**config.mk**
```make
export PLATFORM = sky130hd
export DESIGN_NAME = writeback_stage
export DESIGN_NICKNAME = d
export VERILOG_FILES = /design/src/rtl/riscv_pkg.sv /design/src/rtl/load_extract.sv /design/src/rtl/writeback_stage.sv
export SDC_FILE = /design/constraint.sdc
export NUM_CORES = 1
export LEC_CHECK = 0
export BUFFER_PORTS_ARGS = -buffer_cell sky130_fd_sc_hd__buf_2
export CAP_MARGIN = 5
export CORE_AREA = 2 2 101 103
export DETAILED_ROUTE_END_ITERATION = 10
export DIE_AREA = 0 0 103 105
export GPL_ROUTABILITY_DRIVEN = 1
export PLACE_DENSITY = 0.81
export SYNTH_ARGS = -nofsm -noshare
export SYNTH_HDL_FRONTEND = slang
export SYNTH_SLANG_ARGS = --single-unit
```
**constraint.sdc**
```tcl
create_clock -name clk -period 1.72 [get_ports clk]
set_input_delay 0.172 -clock clk [delete_from_list [all_inputs] [get_ports clk]]
set_output_delay 0.172 -clock clk [all_outputs]
set_load 0.02 [all_outputs]
```
**src/rtl/riscv_pkg.sv**
```systemverilog
// Shared RV32I definitions for the segmented core.
// Covers writeback source encodings, load funct3 codes and the default datapath width.
package riscv_pkg;

    localparam int XLEN_DEFAULT = 32;

    typedef enum logic [1:0] {
        WB_ALU = 2'b00,
        WB_MEM = 2'b01,
        WB_PC4 = 2'b10
    } wb_src_e;

    localparam logic [2:0] F3_LB  = 3'b000;
    localparam logic [2:0] F3_LH  = 3'b001;
    localparam logic [2:0] F3_LW  = 3'b010;
    localparam logic [2:0] F3_LBU = 3'b100;
    localparam logic [2:0] F3_LHU = 3'b101;

endpackage

```
**src/rtl/load_extract.sv**
```systemverilog
// Selects a byte, half or word from an aligned memory word, then sign- or zero-extends it.
// Also flags accesses that are not naturally aligned. Purely combinational.
module load_extract
    import riscv_pkg::*;
#(
    parameter int XLEN = XLEN_DEFAULT
) (
    input  logic [XLEN-1:0] word,
    input  logic [1:0]      off,
    input  logic [2:0]      funct3,
    output logic [XLEN-1:0] data,
    output logic            misaligned
);

    logic [7:0]  byte_sel;
    logic [15:0] half_sel;

    // NOTE: every signal assigned in always_comb gets a default first, so no path can infer a latch.
    always_comb begin
        byte_sel = word[7:0];
        case (off)
            2'd1:    byte_sel = word[15:8];
            2'd2:    byte_sel = word[23:16];
            2'd3:    byte_sel = word[31:24];
            default: byte_sel = word[7:0];
        endcase
        half_sel = off[1] ? word[31:16] : word[15:0];
    end

    always_comb begin
        data       = word;
        misaligned = 1'b0;
        case (funct3)
            F3_LB:  data = {{(XLEN-8){byte_sel[7]}}, byte_sel};
            F3_LBU: data = {{(XLEN-8){1'b0}}, byte_sel};
            F3_LH: begin
                data       = {{(XLEN-16){half_sel[15]}}, half_sel};
                misaligned = off[0];
            end
            F3_LHU: begin
                data       = {{(XLEN-16){1'b0}}, half_sel};
                misaligned = off[0];
            end
            // lw and every unlisted code return the full word.
            default: begin
                data       = word;
                misaligned = (off != 2'd0);
            end
        endcase
    end

endmodule

```
**src/rtl/writeback_stage.sv**
```systemverilog
// MEM/WB pipeline register and writeback source select for the RV32I core.
// All register-file outputs are flops, so they stay stable across the negedge commit.
module writeback_stage
    import riscv_pkg::*;
#(
    parameter int XLEN  = XLEN_DEFAULT,
    parameter int CNT_W = 32
) (
    input  logic             clk,
    input  logic             rst,
    input  logic             stall,
    input  logic             flush,
    input  logic             mem_valid,
    input  logic             mem_ruwr,
    input  logic [4:0]       mem_rd,
    input  logic [1:0]       mem_wb_src,
    input  logic [2:0]       mem_dm_ctrl,
    input  logic [XLEN-1:0]  mem_alu_res,
    input  logic [XLEN-1:0]  mem_rd_word,
    input  logic [XLEN-1:0]  mem_pc4,
    output logic [XLEN-1:0]  RuDataWrite,
    output logic [4:0]       rd,
    output logic             Ruwr,
    output logic             wb_valid,
    output logic             misalign_err,
    output logic [CNT_W-1:0] retired
);

    logic [XLEN-1:0] load_data;
    logic            load_misaligned;
    logic [XLEN-1:0] sel_data;
    logic            misaligned;

    load_extract #(.XLEN(XLEN)) u_load_extract (
        .word       (mem_rd_word),
        .off        (mem_alu_res[1:0]),
        .funct3     (mem_dm_ctrl),
        .data       (load_data),
        .misaligned (load_misaligned)
    );

    // The reserved source code 11 falls through to the ALU result.
    always_comb begin
        sel_data   = mem_alu_res;
        misaligned = 1'b0;
        case (mem_wb_src)
            WB_MEM: begin
                sel_data   = load_data;
                misaligned = load_misaligned;
            end
            WB_PC4:  sel_data = mem_pc4;
            default: sel_data = mem_alu_res;
        endcase
    end

    // NOTE: sequential state uses non-blocking assignments so every flop samples pre-edge values.
    always_ff @(posedge clk) begin
        if (rst) begin
            RuDataWrite  <= '0;
            rd           <= '0;
            Ruwr         <= 1'b0;
            wb_valid     <= 1'b0;
            misalign_err <= 1'b0;
            retired      <= '0;
        end else if (flush) begin
            RuDataWrite  <= '0;
            rd           <= '0;
            Ruwr         <= 1'b0;
            wb_valid     <= 1'b0;
            misalign_err <= 1'b0;
        end else if (!stall) begin
            RuDataWrite  <= mem_valid ? sel_data : '0;
            rd           <= mem_valid ? mem_rd : '0;
            Ruwr         <= mem_valid & mem_ruwr & (mem_rd != 5'd0) & ~misaligned;
            wb_valid     <= mem_valid;
            misalign_err <= mem_valid & misaligned;
            // Counts every captured instruction, including suppressed writes.
            if (mem_valid) begin
                retired <= retired + CNT_W'(1);
            end
        end
    end

endmodule

```
After elaboration in Yosys (flattened, before gate mapping)
Cells that the tools add are included.
{ "totals": {"inputBits": 112, "regBits": 72, "elab_cells": 37} }
{ "op_classes": {"n_bitwise": 7, "n_mux": 8, "add_sub_neg": 1, "n_reduce_logical": 7, "n_eq_ne": 8} }
{ "ops": {"columns": ["operator", "n"], "rows": [
  ["$pmux W32 S4", 1],
  ["$pmux W32 S2", 1],
  ["$add A32 B1 Y32 const B", 1],
  ["$mux W32", 1],
  ["$pmux W8 S3", 1],
  ["$mux W16", 1],
  ["$eq A2 B2 Y1 const B", 3],
  ["$eq A3 B3 Y1 const B", 2],
  ["$reduce_or A2 Y1", 3],
  ["$mux W5", 1],
  ["$reduce_bool A5 Y1", 1],
  ["$and A1 B1 Y1", 4],
  ["$eq A2 B1 Y1 const B", 2],
  ["$eq A3 B1 Y1 const B", 1],
  ["$logic_not A3 Y1", 1],
  ["$not A1 Y1", 3],
  ["$reduce_and A3 Y1", 1],
  ["$pmux W1 S2", 1],
  ["$reduce_bool A2 Y1", 1],
  ["$mux W1", 1]
]} }

Depth between registers and ports, before layout
{ "logic_depth": {"word_depth": 6, "ltp_mapped": 8, "depth_no_buf": 6} }

Modules after synthesis
A second synthesis with hierarchy kept.
{ "hier_totals": {"cells_unflattened": 556, "hier_area_um2": 4370.4} }
{ "by_module_without_submodules": {"columns": ["mod", "cells_each", "n_inst", "seq_area_each_um2", "area_each_um2"], "rows": [
  ["writeback_stage", 429, 1, 1441.4, 3497.1],
  ["load_extract", 127, 1, 0.0, 873.3]
]} }

Least setup slack after synthesis
No wires, ideal clock.
{ "synth_timing": {"path_kind": "register to register", "startpoint": "register retired[0]", "endpoint": "register retired[22]", "setup_ps": 70, "setup_slack_ps": -137, "synth_period_minus_slack_ps": 1857, "arrival_time_ps": 1786, "path_stages_with_launch": 7, "required_time_ps": 1650, "path_cell_list": "dfxtp_1 -> ha_1 -> and4bb_2 -> nand4_2 -> clkbuf_1 -> or3_1 -> a21oi_1"} }
{ "synth_between": {"elab_chain_cells": 1} }
{ "synth_lines": {"columns": ["item", "line_no", "source"], "rows": [
  ["from (decl)", "writeback_stage.sv:26", "output logic [CNT_W-1:0] retired"],
  ["from (signal assigned)", "writeback_stage.sv:79", "retired <= retired + CNT_W'(1);"],
  ["$add A32 B1 Y32", "writeback_stage.sv:79", null]
]} }
No other way between the ends.
A chain may end at the register's enable or synchronous reset.

Final worst setup path
{ "layout_timing": {"startpoint": "register retired[11]", "endpoint": "register retired[29]"} }
The elaborated chain is that of the path after synthesis.

==> flow_summary.ini <==
[logic_synthesis]
ys_seq_area_share_pct = 35.0
synth_cells = 487
synth-seq-cells = 72
yosysUniqueCellTypes = 60
syn_nets = 602
synth_edf_count = 0
synth_top_cell_by_area = dfxtp_1
synth_area_um2 = 4120
async_flop_share_pct = 0
synth_warnings = 0
synth_ff_type = dfxtp_1
avgSynthCellArea_um2 = 8.47
ys_top_cells_by_area = dfxtp_1, a22oi_1, a221o_1
synth_top_area_share_pct = 35.0

[routing]
drt_pass1_iterations = 7
wirelength_mm = 14.4
vias = 4889
drc_errors = 0
ant_nets = 0
wire_per_inst_um = 17.4
via_per_inst = 5.93
drtIter0Drc = 322

[power]
p_per_area_nw_per_um2 = 663
peakVddDrop_uv = 378
p_leak_uw = 0.00248

[worst_setup_path]
worstSetupPathType = reg2reg
cp-start-kind = register
worstPathRequired_ps = 2000
crit_fanout = 20
arrival_ps = 1940
critPathCaptureType = register

[global_routing]
grt_overflow = 0
first_global_vias = 4728
antenna_found_initial = 2
grt_pass1_wl_mm = 22.5
grt_use_total_pct = 26.3
grt_max_degree = 33

[status]
status = finished, final reports clean

[die]
coreArea_um2 = 9640
start_util_pct = 42.8
die-area_um2 = 10800
row_count = 36
io_pins = 184
die_w_um = 103
die_height_um = 105

[cts]
hold_buffers = 0
htreeDepth = 3
cts_buffer_depth = 2
path_clk_slew_ps = 80
cts_tree = yes
clk_latency_ps = 340
cts.sinks = 72
cts-root-buf = clkbuf_8
numCtsBuffers = 9

[placement]
gp_congestion = 0.958
io_buffers = 183
place_area_um2 = 5410
dp_hpwl_mm = 11.0

[flow_run]
drv_cap = 0

[finish]
seqCellArea_um2 = 1450
nets = 802
fillers = 921
drive_gt1_share_pct = 39.9
design_area_um2 = 5630
syn2layout_area_growth_pct = 36.6
utilization_pct = 58.4
multi_input_area_um2 = 2450

[timing]
hold_viol_final = 0
worstMarginPinSlew_ps = 793
fin_crit_sh_pct = 96.9
setup_viol = 0
slew_headroom_pct = 47.1
drv_slew = 0
fin_crit_ps = 1670
skew_ps = 14.1
fmax_mhz = 600
grt_setup_unrepaired = false

[worst_hold_path]
hold_path_class = in2reg
## routing by layer
metal,wire length [um],GRT usage (%),up-vias
met5,0,0,-
met4,587,12.8,0
met3,1420,5.75,51
met2,7000,44.2,305
met1,5380,31.0,2257
li1,-,-,2276
## registers in the layout (all words and copies together) (netlist names)
register	cells
retired	32
rd	5
wb_valid	1
RuDataWrite	32
Ruwr	1
misalign_err	1
## critical path, cell delays in order, from the launching register on
cell and delay [ps]:
dfxtp_2 370, and4_1 260, nand4_1 120, buf_4 210, or4_1 470, a21oi_1 160
## cell families after synthesis
family / Yosys count / synth area share [%]
xor+xnor: 9 / 1.91
simple gates: 154 / 20.9
flops: 72 / 35.0
compound gates: 180 / 32.1
mux: 11 / 3.13
buf+inv: 58 / 6.04
fa+ha+maj: 3 / 0.911
## final cells by class
| class | instances | area share [%] |
|---|---|---|
| Tap cell | 133 | 2.95 |
| Clock buffer | 10 | 2.27 |
| Inverter | 17 | 1.13 |
| Clock inverter | 5 | 1.04 |
| Multi-Input combinational cell | 357 | 43.6 |
| Antenna cell | 1 | 0.0444 |
| Timing Repair Buffer | 230 | 23.3 |
| Sequential cell | 72 | 25.7 |
## cells in the mapped netlist, types with 8 or more instances
master and n:
a22oi_1 33, buf_2 12, a21oi_1 41, or3_1 8
a2bb2oi_1 8, o22ai_1 8, o22a_1 12, inv_1 16
a221o_1 21, nand2_1 26, clkbuf_1 24, or4_1 14
o21ai_0 18, nor2_1 44, o31ai_1 14, dfxtp_1 72
nand3_1 20
## placed cells by master (no fill, tap or decap), types with 4 or more instances in the layout
| cell | n |
|---|---|
| or4_1 | 14 |
| mux2i_1 | 5 |
| xor2_1 | 7 |
| buf_4 | 43 |
| o22a_1 | 12 |
| inv_1 | 16 |
| dfxtp_1 | 66 |
| nand2_1 | 26 |
| a221o_1 | 21 |
| clkbuf_8 | 9 |
| mux2_2 | 5 |
| o221ai_1 | 5 |
| a21oi_1 | 40 |
| buf_2 | 183 |
| o21ai_0 | 18 |
| nand3_1 | 20 |
| a32o_1 | 5 |
| dfxtp_2 | 6 |
| o22ai_1 | 8 |
| nand4_1 | 7 |
| o31ai_1 | 14 |
| a2bb2oi_1 | 8 |
| nor2_1 | 43 |
| or3_1 | 8 |
| a22oi_1 | 33 |
| o21a_1 | 5 |
| and2_1 | 4 |
## path summary, 6_finish.rpt
check,startpoint,endpoint,slack [ps],cells past startpoint
setup / recovery,retired[11],retired[29],50,5
setup reg to reg,retired[11],retired[29],50,5
hold / removal,mem_rd[1],rd[1],80,3
hold reg to reg,RuDataWrite[5],RuDataWrite[5],470,2
## repair_timing
action                     4_1_cts  5_1_grt
hold endpoints to repair         0        0
setup buffers                    0        1
setup endpoints to repair        3       14
pin swaps                        0        1
resized for setup                2        9
## report_power, final
part	total [uW]	leakage [uW]	internal (uW)	switching, uW
combinational	716	0.00181	321	396
sequential	1700	0.000584	1690	13.0
clock	1310	0.0000884	663	652
## per-stage QoR
| stage | setup TNS (ps) | hold WS [ps] | power (uW) | instances | worst slack (ps) |
|---|---|---|---|---|---|
| 2_1_floorplan | -3.11 | 316 | 2120 | 487 | -3.11 |
| 3_3_place_gp | -9.38 | 419 | 2430 | 808 | -9.38 |
| 5_1_grt | 0 | 90.6 | 3900 | 825 | 2.53 |
| 3_5_place_dp | -557 | 430 | 2440 | 808 | -42.9 |
| 6_report | 0 | 82.8 | 3730 | 825 | 53.8 |
| 4_1_cts | 0 | 75.0 | 3740 | 823 | 9.63 |
Power figures use the tool's default switching activity.
